==> src/rtl/stack_port_pkg.sv <==
// stack_port_pkg: shared encodings for the LIFO port controller.
// Op codes, FSM states, error bit positions and data width.
package stack_port_pkg;

    localparam int DATA_W = 16;

    localparam int ERR_OVF = 0;
    localparam int ERR_UNF = 1;

    typedef enum logic [1:0] {
        OP_PUSH    = 2'b00,
        OP_POP     = 2'b01,
        OP_REPLACE = 2'b10,
        OP_RSVD    = 2'b11
    } op_e;

    typedef enum logic [1:0] {
        S_IDLE  = 2'b00,
        S_ISSUE = 2'b01,
        S_WAIT  = 2'b10,
        S_RESP  = 2'b11
    } state_e;

endpackage

==> src/rtl/stack_port_ctrl.sv <==
// stack_port_ctrl: one-at-a-time request sequencer for the 16-bit LIFO.
// Optional occupancy counter + consistency check: STACK_PORT_CTRL_LEVEL_EN.
module stack_port_ctrl
    import stack_port_pkg::*;
#(
    parameter int DEPTH        = 16,
    parameter int LOG2_DEPTHP1 = 5
) (
    input  logic                    clock,
    input  logic                    reset,
    input  logic                    req_valid,
    output logic                    req_ready,
    input  logic [1:0]              req_op,
    input  logic [DATA_W-1:0]       req_data,
    output logic                    rsp_valid,
    input  logic                    rsp_ready,
    output logic [DATA_W-1:0]       rsp_data,
    output logic [1:0]              rsp_err,
    output logic                    lifo_push,
    output logic                    lifo_pop,
    output logic [DATA_W-1:0]       lifo_data,
    input  logic [DATA_W-1:0]       lifo_q,
    input  logic                    lifo_full,
    input  logic                    lifo_empty,
    output logic [LOG2_DEPTHP1-1:0] level
);

    state_e            state;
    state_e            state_nxt;
    logic [1:0]        op_q;
    logic [DATA_W-1:0] data_q;
    logic [DATA_W-1:0] rsp_data_q;
    logic [1:0]        rsp_err_q;
    logic [1:0]        err_nxt;
    logic              push;
    logic              pop;
    logic              level_bad;

`ifdef STACK_PORT_CTRL_LEVEL_EN
    localparam logic [LOG2_DEPTHP1-1:0] LVL_MAX = LOG2_DEPTHP1'(DEPTH);

    logic [LOG2_DEPTHP1-1:0] level_q;

    // Occupancy tracks issued strobes; REPLACE (both strobes) is neutral.
    always_ff @(posedge clock) begin
        if (reset) begin
            level_q <= '0;
        end else if (lifo_push && !lifo_pop && level_q != LVL_MAX) begin
            level_q <= level_q + 1'b1;
        end else if (lifo_pop && !lifo_push && level_q != '0) begin
            level_q <= level_q - 1'b1;
        end
    end

    assign level     = level_q;
    assign level_bad = lifo_empty != (level_q == '0);
`else
    localparam int unused_depth = DEPTH;

    assign level     = '0;
    assign level_bad = 1'b0;
`endif

    // Next state, strobes and error flags decided from the latched request.
    always_comb begin
        state_nxt = state;
        push      = 1'b0;
        pop       = 1'b0;
        err_nxt   = '0;
        unique case (state)
            S_IDLE: begin
                if (req_valid) state_nxt = S_ISSUE;
            end
            S_ISSUE: begin
                if (op_q == OP_RSVD || level_bad) begin
                    err_nxt[ERR_UNF] = 1'b1;
                    state_nxt        = S_RESP;
                end else if (op_q == OP_PUSH && lifo_full) begin
                    err_nxt[ERR_OVF] = 1'b1;
                    state_nxt        = S_RESP;
                end else if (op_q != OP_PUSH && lifo_empty) begin
                    err_nxt[ERR_UNF] = 1'b1;
                    state_nxt        = S_RESP;
                end else begin
                    push      = op_q != OP_POP;
                    pop       = op_q != OP_PUSH;
                    state_nxt = S_WAIT;
                end
            end
            S_WAIT: begin
                state_nxt = S_RESP;
            end
            S_RESP: begin
                if (rsp_ready) state_nxt = S_IDLE;
            end
            default: begin
                state_nxt = S_IDLE;
            end
        endcase
    end

    // FSM state register.
    always_ff @(posedge clock) begin
        if (reset) state <= S_IDLE;
        else       state <= state_nxt;
    end

    // Latch the accepted request; data stays on lifo_data until the next one.
    always_ff @(posedge clock) begin
        if (reset) begin
            op_q   <= '0;
            data_q <= '0;
        end else if (state == S_IDLE && req_valid) begin
            op_q   <= req_op;
            data_q <= req_data;
        end
    end

    // Response registers: errors load in ISSUE, LIFO output loads in WAIT.
    always_ff @(posedge clock) begin
        if (reset) begin
            rsp_data_q <= '0;
            rsp_err_q  <= '0;
        end else if (state == S_ISSUE && err_nxt != '0) begin
            rsp_data_q <= '0;
            rsp_err_q  <= err_nxt;
        end else if (state == S_WAIT) begin
            rsp_data_q <= lifo_q;
            rsp_err_q  <= '0;
        end
    end

    assign req_ready = state == S_IDLE;
    assign rsp_valid = state == S_RESP;
    assign rsp_data  = rsp_data_q;
    assign rsp_err   = rsp_err_q;
    assign lifo_data = data_q;
    assign lifo_push = push & ~reset;
    assign lifo_pop  = pop & ~reset;

endmodule

==> config.mk <==
export PLATFORM = sky130hd
export DESIGN_NAME = stack_port_ctrl
export DESIGN_NICKNAME = d
export VERILOG_FILES = /design/src/rtl/stack_port_pkg.sv /design/src/rtl/stack_port_ctrl.sv
export SDC_FILE = /design/constraint.sdc
export NUM_CORES = 1
export LEC_CHECK = 0
export CAP_MARGIN = 20
export CELL_PAD_IN_SITES_DETAIL_PLACEMENT = 0
export CELL_PAD_IN_SITES_GLOBAL_PLACEMENT = 1
export CORE_MARGIN = 4
export CORE_UTILIZATION = 29
export CTS_CLUSTER_DIAMETER = 30
export DETAILED_ROUTE_END_ITERATION = 12
export PLACE_DENSITY = 0.8
export SKIP_CTS_REPAIR_TIMING = 1
export SYNTH_ARGS = -nofsm -noshare
export SYNTH_HDL_FRONTEND = slang
export SYNTH_SLANG_ARGS = --single-unit
export TNS_END_PERCENT = 1
==> constraint.sdc <==
create_clock -name clock -period 3.22 [get_ports clock]
set_clock_uncertainty 0.05 [all_clocks]
set_input_delay 0.322 -clock clock [delete_from_list [all_inputs] [get_ports clock]]
set_output_delay 0.322 -clock clock [all_outputs]
set_load 0.01 [all_outputs]
======== After elaboration in Yosys (flattened, before gate mapping) ========
Index checks and enable logic that the tools add are counted.
storage, ports and cells
  register bits ........................... 38
  bits of input ports ..................... 40
  output and inout bits ................... 43
  word-level logic and storage cells ...... 48
operators by class
  equal/unequal tests ..................... 7
  muxes and demuxes ....................... 22
  bitwise operators ....................... 3
  reduce and logical (&&, ||, !) cells .... 11
operators by type and width
  kind                count
  $mux 1              14
  $mux 2              7
  $pmux 2 s4          1
  $eq 2x2->1 const B  3
  $reduce_bool 2->1   3
  $logic_and 1x1->1   4
  $logic_not 2->1     2
  $ne 2x1->1 const B  2
  $and 1x1->1         2
  $eq 2x1->1 const B  1
  $ne 2x2->1 const B  1
  $reduce_and 2->1    1
  $reduce_or 2->1     1
  $not 1->1           1

======== Logic depth before layout (Yosys ltp) ========
Gate-level depths: netlist (run 1).
  word-level depth ........................ 9
  gate-level depth with buffers ........... 7
  mapped depth without buffers ............ 5

======== Least setup slack after synthesis (run 1) ========
Ideal clock, no wire load.
  path kind ............................... register to register
  from .................................... register state[0]
  to ...................................... register rsp_data_q[10], in the netlist rsp_data[10]
  setup time .............................. 115 ps
  arrival ................................. 1496 ps
  required time ........................... 3055 ps
  setup slack ............................. 1559 ps
  cell stages (with the launch flop) ...... 7
  buffers on the path ..................... 2
  period minus slack after synthesis ...... 1661 ps
  cell sequence ........................... dfxtp_1 > inv_1 > ha_1 > buf_2 > buf_1 > mux2i_1 > nor2_1
on the way
  word-level cells in the longest chain between the ends .. 5
  elaborated cells on any way between the ends .. 6
  classes of those cells .................. eq/ne: 2; mux: 1; reduce/logical: 3
RTL lines
  what                              line                                           source
  start: declaration                stack_port_ctrl.sv:28                          state_e state;
  start signal: assignment          stack_port_ctrl.sv:105                         else state <= state_nxt;
  $eq 2x1->1                        stack_port_ctrl.sv:70, stack_port_ctrl.sv:124
  $mux 2                            stack_port_ctrl.sv:70                          unique case (state)
  $reduce_bool 2->1                 stack_port_ctrl.sv:124                         end else if (state == S_ISSUE && err_nxt != '0) begin
  $logic_and 1x1->1                 stack_port_ctrl.sv:124
  $reduce_or 2->1 (no source line)  -
  end signal: assignment            stack_port_ctrl.sv:128                         rsp_data_q <= lifo_q;
  end: declaration                  stack_port_ctrl.sv:32                          logic [DATA_W-1:0] rsp_data_q;
Parallel ways exist; a longest one is shown, timed or not.
A chain may end at the register's enable or synchronous reset.

======== Worst setup path after layout (run 1) ========
  from .................................... register state[1]
  to ...................................... output port lifo_pop
on the way
  word-level cells in the longest chain between the ends .. 3
RTL lines
  what              line                    source
  $eq 2x1->1        stack_port_ctrl.sv:70
  $mux 1            stack_port_ctrl.sv:70
  $and 1x1->1       stack_port_ctrl.sv:139  assign lifo_pop = pop & ~reset;
  end: declaration  stack_port_ctrl.sv:20   output logic lifo_pop,
No other way between the ends.

==> metrics.md, run 1 <==
| Metric | Value |
|---|---|
| Outcome | completed |
| Final Util | 0.472 |
| Total GRT Usage | 0.111 |
| GR Overflow Total | 0 |
| Critical path peak fanout | 5 |
| Pwr Total | 1.65 mW |
| Crit path cell chain | inv_1 > ha_1 > nand2b_1 > nor3_1 > clkdlybuf4s50_1 |
| CP delay by family, top | buffers and inverters |
| Die Y | 81.6 um |
| Fraction of layout cells with a size suffix above 1 | 0.0562 |
| Initial antenna violation count | 0 |
| Die ar. | 6650 um^2 |
| Synthesized area | 1570 um^2 |
| Drc violations | 0 |
| Largest net degree at the start of global routing | 22 |
| F_max | 0.443 GHz |
| Actual slew at the worst max-slew pin | 1.02 ns |
| Worst-path clk slew | 0.07 ns |
| Placed Instances | 311 |
| Primary FF master, synth | dfxtp_1 |
| Asr flop ratio synth | 0 |
| Clk root buf | clkbuf_8 |
| Final worst slack | 0.964 ns |
| Final GP Congestion | 0.797 |
| Vias post-DR | 1,367 |
| Clock Power Share | 0.205 |
| Setup Viol. Count Final | 0 |
| Reg power frac | 0.381 |
| Pre-CTS WS | 1.02 ns |
| Final hold vios | 0 |
| Initial detailed-routing violation count | 15 |
| Synthesis-to-layout area growth | 55.7% |
| Initial cell density of the core | 0.303 |
| Maxcap violations | 0 |
| WP buf/inv | 2 |
| CP max-delay cell | clkdlybuf4s50_1 |
| Fin. max-slew vios | 0 |
| Synth Register Bits | 38 |
| Clk_lat worst skew | 0.28 ns |
| TritonRoute pass-1 iters | 2 |
| Fin crit period | 2.26 ns |
| Internal Dissipation | 1.10 mW |
| Layout Cells excl Fill | 319 |
| First-pass GRT wire length | 5620 um |
| Slew Limit Headroom | 0.321 |
| CTS tree | yes |
| Hpwl dp | 2720 um |
| Nets | 292 |
| CTS Sinks | 38 |
| Synth Instances | 175 |
| WHS | 0.404 ns |
| Final WL | 3750 um |
| NetSw | 549 uW |
| Fin Setup TNS | 0 ns |
| Critical path launch point type | register |
| Max Root-Sink Buffers | 2 |
| Vias in the first global route | 1,279 |
| Worst path max stage delay | 0.60 ns |
| Arr. time, crit path | 1.88 ns |
| Multi-input combinational cell area | 706 um^2 |
| Rows | 26 |
| ANT cells | 0 |
| Post-DP Area | 2350 um^2 |
| Power share of the combinational group | 0.414 |
| Critical Path RT | 2.85 ns |
| VDD IR-drop max | 0.303 mV |
| PortBufs | 77 |
| CTS H-Tree Depth | 2 |
| Yosys Warn Count | 0 |
| RSZ-0062 raised after global routing | false |
| Core ar. | 5170 um^2 |
| Pwr dens | 674 nW/um^2 |
| Period utilisation layout | 0.701 |
| Syn Area/Cell | 8.97 um^2 |
| Via/cell ratio | 4.29 |
| Reg area | 761 um^2 |
| WL/cell | 11.7 um |
| Net Sw Frac | 0.334 |
| Finished Cell Area | 2440 um^2 |
| Netlist cell types | 29 |
| Crit path capture type | output pin |
| Post-route antenna net violation count | 0 |
| Hold Crit Class | register to register |
| Die Wd | 81.6 um |
| Post-synth EDFFs | 0 |
| Lkg Pwr | 0.888 nW |
| Layout fillers | 510 |
| Sequential area share after synthesis | 0.485 |
| TritonCTS buffer count | 5 |
| Setup CP Type | register to output pin |
| Top Ports | 83 |
-- cells in the mapped netlist, types with 2 or more instances --
master / count / area [um^2]
nor2b_1: 2 / 12.5
mux2i_1: 16 / 160
nor3_1: 3 / 15.0
buf_4: 5 / 37.5
nor2_1: 17 / 63.8
buf_1: 2 / 7.51
or3b_2: 2 / 17.5
ha_1: 4 / 50.1
inv_1: 4 / 15.0
o21ai_0: 2 / 10.0
nand2b_1: 2 / 12.5
dfxtp_1: 38 / 761
buf_6: 3 / 33.8
nand2_1: 37 / 139
a21oi_1: 20 / 100
clkbuf_1: 5 / 18.8
-- layout by cell type (no fill, tap or decap), types with 2 or more instances in the layout --
| cell | netlist | layout |
|---|---|---|
| a21oi_1 | 20 | 20 |
| clkbuf_8 | 0 | 6 |
| clkdlybuf4s50_1 | 0 | 77 |
| conb_1 | 1 | 5 |
| dfxtp_1 | 38 | 38 |
| ha_1 | 4 | 4 |
| inv_1 | 4 | 4 |
| mux2i_1 | 16 | 16 |
| nand2_1 | 37 | 37 |
| nand2b_1 | 2 | 2 |
| nor2_1 | 17 | 17 |
| nor2b_1 | 2 | 2 |
| nor3_1 | 3 | 3 |
| o21ai_0 | 2 | 2 |
| or3b_2 | 2 | 2 |
-- layer usage --
layer | up-vias | track usage | routed length [um]
met3 | 5 | 0.0482 | 417
met2 | 53 | 0.180 | 1600
met1 | 597 | 0.127 | 1700
met4 | 0 | 0.0456 | 32
met5 | - | 0 | 0
li1 | 712 | - | -
-- area by class of cell --
| class | count | area share |
|---|---|---|
| repair buffers | 78 | 0.319 |
| flip-flops and latches | 38 | 0.311 |
| multi-input cells | 121 | 0.289 |
| well taps | 70 | 0.0359 |
| clock buffers | 6 | 0.0338 |
| inverters | 4 | 0.00615 |
| clock inverters | 2 | 0.00512 |
-- worst paths after layout --
path	start	to	slack, ns	depth (start not counted)
setup / recovery	state[1]	lifo_pop	0.96	5
hold / removal	lifo_data[2]	lifo_data[2]	0.40	2
setup reg to reg	op_q[1]	rsp_err[1]	1.38	3
hold reg to reg	lifo_data[2]	lifo_data[2]	0.40	2
-- power groups by stage --
stage          clock network [mW]  registers, mW  logic (mW)
2_1_floorplan                   0          0.663       0.387
3_3_place_gp                    0          0.637       0.693
3_5_place_dp                    0          0.638       0.694
4_1_cts                     0.352          0.628       0.697
5_1_grt                     0.370          0.642       0.752
6_report                    0.338          0.626       0.682
-- registers in the layout, indices dropped and copies added, names as in the netlist --
register	count
op_q	2
lifo_data	16
state	2
rsp_data	16
rsp_err	2
-- worst min-delay path, delay by kind of cell (launching register included) --
family | cells | cell delay (ns)
compound gates | 1 | 0.05
simple gates | 1 | 0.05
flops | 1 | 0.31
-- kinds of logic after synthesis --
group | share of synthesized area
and+or+nand+nor | 0.180
DFF | 0.485
adders and majority gates | 0.0319
AOI/OAI and AO/OA | 0.108
muxes | 0.112
other | 0.00239
buffers and inverters | 0.0750
xor gates and xnor gates | 0.00558
No activity file was read; power rests on OpenSTA's default activity.
==> inputs of run 2 (changes only) <==
- CORE_UTILIZATION: 29 -> 25
- PLACE_DENSITY: 0.8 -> 0.73
- clock period: 3.22 -> 1.8 ns (I/O delays scaled with it)
==> metrics.md, run 2 (synthesis gave the netlist of run 1 again) <==
| Metric | Value |
|---|---|
| Outcome | finished with violations (was completed) |
| Failing checks | setup timing |
| Final GP Congestion | 0.713 (was 0.797) |
| Max Root-Sink Buffers | 2 (unchanged) |
| Worst-path clk slew | 0.07 ns (about the same) |
| R2R cell count | 5 (was 3) |
| Internal Dissipation | 2.03 mW (was 1.10 mW) |
| Crit path cell chain | inv_1 > ha_2 > nand2b_1 > nor3_1 > clkdlybuf4s50_1 (was inv_1 > ha_1 > nand2b_1 > nor3_1 > clkdlybuf4s50_1) |
| Total GRT Usage | 0.104 (was 0.111) |
| Multi-input combinational cell area | 709 um^2 (was 706 um^2) |
| Synthesis-to-layout area growth | 60.8% (was 55.7%) |
| Setup Viol. Count Final | 1 (was 0) |
| Layout fillers | 609 (was 510) |
| Initial cell density of the core | 0.262 (was 0.303) |
| WHS | 0.389 ns (was 0.404 ns) |
| CTS tree | yes (unchanged) |
| Arr. time, crit path | 1.71 ns (was 1.88 ns) |
| RSZ-0062 raised after global routing | true (was false) |
| Drc violations | 0 (unchanged) |
| Worst reg2reg setup slack | 0.11 ns (was 1.38 ns) |
| Die Y | 87.2 um (was 81.6 um) |
| Largest net degree at the start of global routing | 22 (unchanged) |
| Critical path peak fanout | 4 (was 5) |
| CTS Sinks | 38 (unchanged) |
| Die ar. | 7610 um^2 (was 6650 um^2) |
| CP max-delay cell | clkdlybuf4s50_1 (unchanged) |
| CP delay by family, top | buffers and inverters (unchanged) |
| Nets | 300 (was 292) |
| CTS H-Tree Depth | 2 (unchanged) |
| TritonCTS buffer count | 5 (unchanged) |
| TritonRoute pass-1 iters | 4 (was 2) |
| Vias in the first global route | 1,379 (was 1,279) |
| Most frequent cells in the layout | 76 x clkdlybuf4s50_1, 38 x dfxtp_1, 37 x nand2_1 (was 77 x clkdlybuf4s50_1, 38 x dfxtp_1, 37 x nand2_1) |
| Finished Cell Area | 2520 um^2 (was 2440 um^2) |
| PortBufs | 77 (unchanged) |
| Post-route antenna net violation count | 0 (unchanged) |
| F_max | 0.514 GHz |
| Hold Crit Class | input port to register (was register to register) |
| Crit path capture type | output pin (unchanged) |
| VDD IR-drop max | 0.432 mV (was 0.303 mV) |
| Maxcap violations | 0 (unchanged) |
| Hold EP | lifo_data[15] (was lifo_data[2]) |
| Worst hold path depth | 3 (was 2) |
| Terminus of the critical flop-to-flop path | state[0] (was rsp_err[1]) |
| Pwr dens | 1200 nW/um^2 (was 674 nW/um^2) |
| Critical Path RT | 1.57 ns (was 2.85 ns) |
| Initial antenna violation count | 0 (unchanged) |
| First-pass GRT wire length | 6150 um (was 5620 um) |
| Fin. max-slew vios | 0 (unchanged) |
| Clock Power Share | 0.195 (was 0.205) |
| Fin crit period | 1.94 ns |
| Reg power frac | 0.367 (was 0.381) |
| GR Overflow Total | 0 (unchanged) |
| Vias post-DR | 1,425 (was 1,367) |
| Hold_sp | req_data[15] (was lifo_data[2]) |
| Net Sw Frac | 0.327 (was 0.334) |
| Clk_lat worst skew | 0.28 ns (about the same) |
| Crit path depth | 5 (unchanged) |
| Fraction of layout cells with a size suffix above 1 | 0.0895 (was 0.0562) |
| Reg area | 761 um^2 (unchanged) |
| Final WL | 3950 um (was 3750 um) |
| Critical path launch point type | register (unchanged) |
| Via/cell ratio | 4.29 (about the same) |
| Lkg Pwr | 0.951 nW (was 0.888 nW) |
| Hpwl dp | 2920 um (was 2720 um) |
| Final hold vios | 0 (unchanged) |
| Die Wd | 87.2 um (was 81.6 um) |
| Rows | 28 (was 26) |
| Worst path max stage delay | 0.56 ns (was 0.60 ns) |
| NetSw | 988 uW (was 549 uW) |
| Top Ports | 83 (unchanged) |
| Final worst slack | -0.144 ns (was 0.964 ns) |
| Initial detailed-routing violation count | 37 (was 15) |
| Setup CP Type | register to output pin (unchanged) |
| RR Startpoint | state[0] (was op_q[1]) |
| WL/cell | 11.9 um (was 11.7 um) |
| Post-DP Area | 2430 um^2 (was 2350 um^2) |
| Core ar. | 5990 um^2 (was 5170 um^2) |
| ANT cells | 0 (unchanged) |
| Period utilisation layout | 1.08 |
| Power share of the combinational group | 0.438 (was 0.414) |
| Commonest non-fill, non-tap cell in the layout | clkdlybuf4s50_1 (unchanged) |
| Clk root buf | clkbuf_8 (unchanged) |
| WP buf/inv | 2 (unchanged) |
run 2: per-layer routing:
| layer | GRT usage | part of all wire |
|---|---|---|
| met3 | 0.0511 | 0.12 |
| met4 | 0.0335 | 0.012 |
| met1 | 0.112 | 0.40 |
| met5 | 0 | 0 |
| met2 | 0.178 | 0.46 |
run 2: power groups by stage:
| stage | Clock [mW] | Combinational (mW) | Sequential (mW) |
|---|---|---|---|
| 6_report | 0.587 | 1.32 | 1.11 |
| 5_1_grt | 0.666 | 1.45 | 1.13 |
| 4_1_cts | 0.622 | 1.34 | 1.11 |
| 3_5_place_dp | 0 | 1.34 | 1.13 |
| 3_3_place_gp | 0 | 1.33 | 1.12 |
| 2_1_floorplan | 0 | 0.692 | 1.19 |
run 2: how the worst max path moves through the flow:
stage,start,endpoint
after global placement,lifo_full,rsp_data[8]
after detailed placement,lifo_full,rsp_data[6]
after floorplan,state[0],rsp_data[10]
after global routing,state[1],lifo_push
after CTS,state[1],lifo_pop
final,state[1],lifo_push
run 2: layout make-up:
cell class / instances / area share
Timing Repair Buffer: 86 / 0.338
Sequential cell: 38 / 0.301
Multi-Input combinational cell: 121 / 0.281
Tap cell: 75 / 0.0372
Clock buffer: 7 / 0.0342
Inverter: 4 / 0.00595
Clock inverter: 1 / 0.00198
run 2: stage by stage:
step | setup TNS, ns | power, mW | std cells | utilization | setup WS (ns)
2_1_floorplan | 0 | 1.88 | 179 | - | 0.139
3_3_place_gp | -0.551 | 2.46 | 324 | 0.405 | -0.0349
3_5_place_dp | -0.849 | 2.47 | 324 | 0.405 | -0.0570
4_1_cts | -0.467 | 3.08 | 332 | 0.420 | -0.257
5_1_grt | -0.320 | 3.25 | 332 | 0.421 | -0.268
6_report | -0.144 | 3.02 | 332 | 0.421 | -0.144
run 2: tightest hold or removal path, cell delays in order:
cell	delay, ns
clkdlybuf4s50_1	0.39
nand2_1	0.05
a21oi_1	0.05
==> inputs of run 3 (changes only) <==
- CORE_MARGIN: 4 -> default
- CORE_UTILIZATION: 25 -> 26
- CTS_BUF_LIST: default -> sky130_fd_sc_hd__clkbuf_8
- PLACE_DENSITY: 0.73 -> 0.76
==> metrics.md, run 3 (synthesis gave the netlist of run 1 again) <==
| Metric | Value |
|---|---|
| WHS | 0.387 ns (was 0.389 ns) |
| Pwr Total | 3.05 mW (was 3.02 mW) |
| Fraction of layout cells with a size suffix above 1 | 0.100 (was 0.0895) |
| Pwr dens | 1200 nW/um^2 (about the same) |
| Synthesis-to-layout area growth | 61.9% (was 60.8%) |
| Critical path peak fanout | 4 (unchanged) |
| Hold Crit Class | input port to register (unchanged) |
| Initial detailed-routing violation count | 33 (was 37) |
| Outcome | completed (was finished with violations) |
| Most frequent cells in the layout | 74 x clkdlybuf4s50_1, 37 x nand2_1, 37 x dfxtp_1 (was 76 x clkdlybuf4s50_1, 38 x dfxtp_1, 37 x nand2_1) |
| Power share of the combinational group | 0.442 (was 0.438) |
| GR Overflow Total | 0 (unchanged) |
| Terminus of the critical flop-to-flop path | rsp_err[0] (was state[0]) |
| Final hold vios | 0 (unchanged) |
| Final GP Congestion | 0.711 (was 0.713) |
| Period utilisation layout | 0.922 (was 1.08) |
| Critical path launch point type | register (unchanged) |
| Final worst slack | 0.140 ns (was -0.144 ns) |
| Critical Path RT | 1.96 ns (was 1.57 ns) |
| Hpwl dp | 2670 um (was 2920 um) |
| Internal Dissipation | 2.05 mW (was 2.03 mW) |
| Fin Setup TNS | 0 ns (was -0.144 ns) |
| Fin. max-slew vios | 0 (unchanged) |
| Rows | 27 (was 28) |
| Die Wd | 79.7 um (was 87.2 um) |
| Die ar. | 6350 um^2 (was 7610 um^2) |
| CTS Sinks | 38 (unchanged) |
| Setup Viol. Count Final | 0 (was 1) |
| Net Sw Frac | 0.327 (about the same) |
| Final Util | 0.448 (was 0.421) |
| Initial antenna violation count | 0 (unchanged) |
| Clock Power Share | 0.193 (was 0.195) |
| Hold EP | lifo_data[0] (was lifo_data[15]) |
| Top Ports | 83 (unchanged) |
| Crit path capture type | register (was output pin) |
| CTS tree | yes (unchanged) |
| Vias in the first global route | 1,391 (was 1,379) |
| Reg power frac | 0.365 (was 0.367) |
| Largest net degree at the start of global routing | 22 (unchanged) |
| Drc violations | 0 (unchanged) |
| RSZ-0062 raised after global routing | false (was true) |
| Placed Instances | 323 (was 324) |
| Worst-path clk slew | 0.07 ns (about the same) |
| RR Startpoint | state[1] (was state[0]) |
| Clk_lat worst skew | 0.28 ns (about the same) |
| Finished Cell Area | 2540 um^2 (was 2520 um^2) |
| Max Root-Sink Buffers | 2 (unchanged) |
| Core ar. | 5680 um^2 (was 5990 um^2) |
| First-pass GRT wire length | 6150 um (about the same) |
| VDD IR-drop max | 0.445 mV (was 0.432 mV) |
| F_max | 0.602 GHz (was 0.514 GHz) |
| Layout Cells excl Fill | 331 (was 332) |
| CTS H-Tree Depth | 2 (unchanged) |
| Pre-CTS WS | -0.0847 ns (was -0.0570 ns) |
| ANT cells | 0 (unchanged) |
| Vias post-DR | 1,435 (was 1,425) |
| Setup CP Type | register to register (was register to output pin) |
| Post-route antenna net violation count | 0 (unchanged) |
| Lkg Pwr | 0.988 nW (was 0.951 nW) |
| R2R cell count | 6 (was 5) |
| Die Y | 79.7 um (was 87.2 um) |
| Final WL | 3690 um (was 3950 um) |
| NetSw | 997 uW (was 988 uW) |
| TritonCTS buffer count | 5 (unchanged) |
| PortBufs | 77 (unchanged) |
| Commonest non-fill, non-tap cell in the layout | clkdlybuf4s50_1 (unchanged) |
| Arr. time, crit path | 1.82 ns (was 1.71 ns) |
| Post-DP Area | 2440 um^2 (was 2430 um^2) |
| Hold_sp | req_data[0] (was req_data[15]) |
| Worst reg2reg setup slack | 0.14 ns (was 0.11 ns) |
| Fin crit period | 1.66 ns (was 1.94 ns) |
| Worst hold path depth | 3 (unchanged) |
| Initial cell density of the core | 0.276 (was 0.262) |
| Total GRT Usage | 0.124 (was 0.104) |
| Via/cell ratio | 4.34 (was 4.29) |
| Clk root buf | clkbuf_8 (unchanged) |
| Nets | 302 (was 300) |
| Maxcap violations | 0 (unchanged) |
| WL/cell | 11.1 um (was 11.9 um) |
| TritonRoute pass-1 iters | 4 (unchanged) |
## run 3: cell types whose count changed in the layout (fill, tap and decap cells not counted), sizes merged
cell,delta
buf,+2
clkbuf,-1
clkdlybuf4s50,-2
dlymetal6s2s,+2
inv,+1
## run 3: critical path: stages, from the launching register on
cell	delay, ns
dfxtp_1	0.31
inv_1	0.08
ha_2	0.21
nand2b_1	0.10
buf_4	0.15
or4b_2	0.62
o21ai_0	0.08
## run 3: worst max path at each step
| stage | slack, ns | to | cells past startpoint | from |
|---|---|---|---|---|
| global route | 0.02 | rsp_err[0] | 6 | state[1] |
| detailed placement | -0.08 | lifo_push | 4 | lifo_full |
| floorplan | 0.14 | rsp_data[10] | 6 | state[0] |
| finish | 0.14 | rsp_err[0] | 6 | state[1] |
| global placement | -0.08 | lifo_push | 4 | lifo_full |
| CTS | -0.24 | lifo_push | 5 | state[1] |
## run 3: layout make-up
type                       count  area [um^2]
clock buffer                   6         82.6
clock inverter                 2         8.76
fill                         574         3140
timing repair buffer          88          873
sequential                    38          762
inverter                       4         15.0
multi-input combinational    121          708
tap                           72         90.1
## run 3: layer usage
layer  up-vias  share of wire  wire, um  GRT usage
li1        729              -         -          -
met3         4          0.092       339     0.0457
met2        53           0.46      1700      0.208
met4         0         0.0068        25     0.0273
met5         -              0         0          0
met1       649           0.44      1620      0.150
## run 3: power groups by stage
stage | combinational [mW] | clock (mW) | sequential [mW]
after global placement | 1.37 | 0 | 1.12
final | 1.35 | 0.587 | 1.11
after floorplan | 0.692 | 0 | 1.19
after detailed placement | 1.37 | 0 | 1.13
after global routing | 1.50 | 0.655 | 1.14
after CTS | 1.38 | 0.622 | 1.11
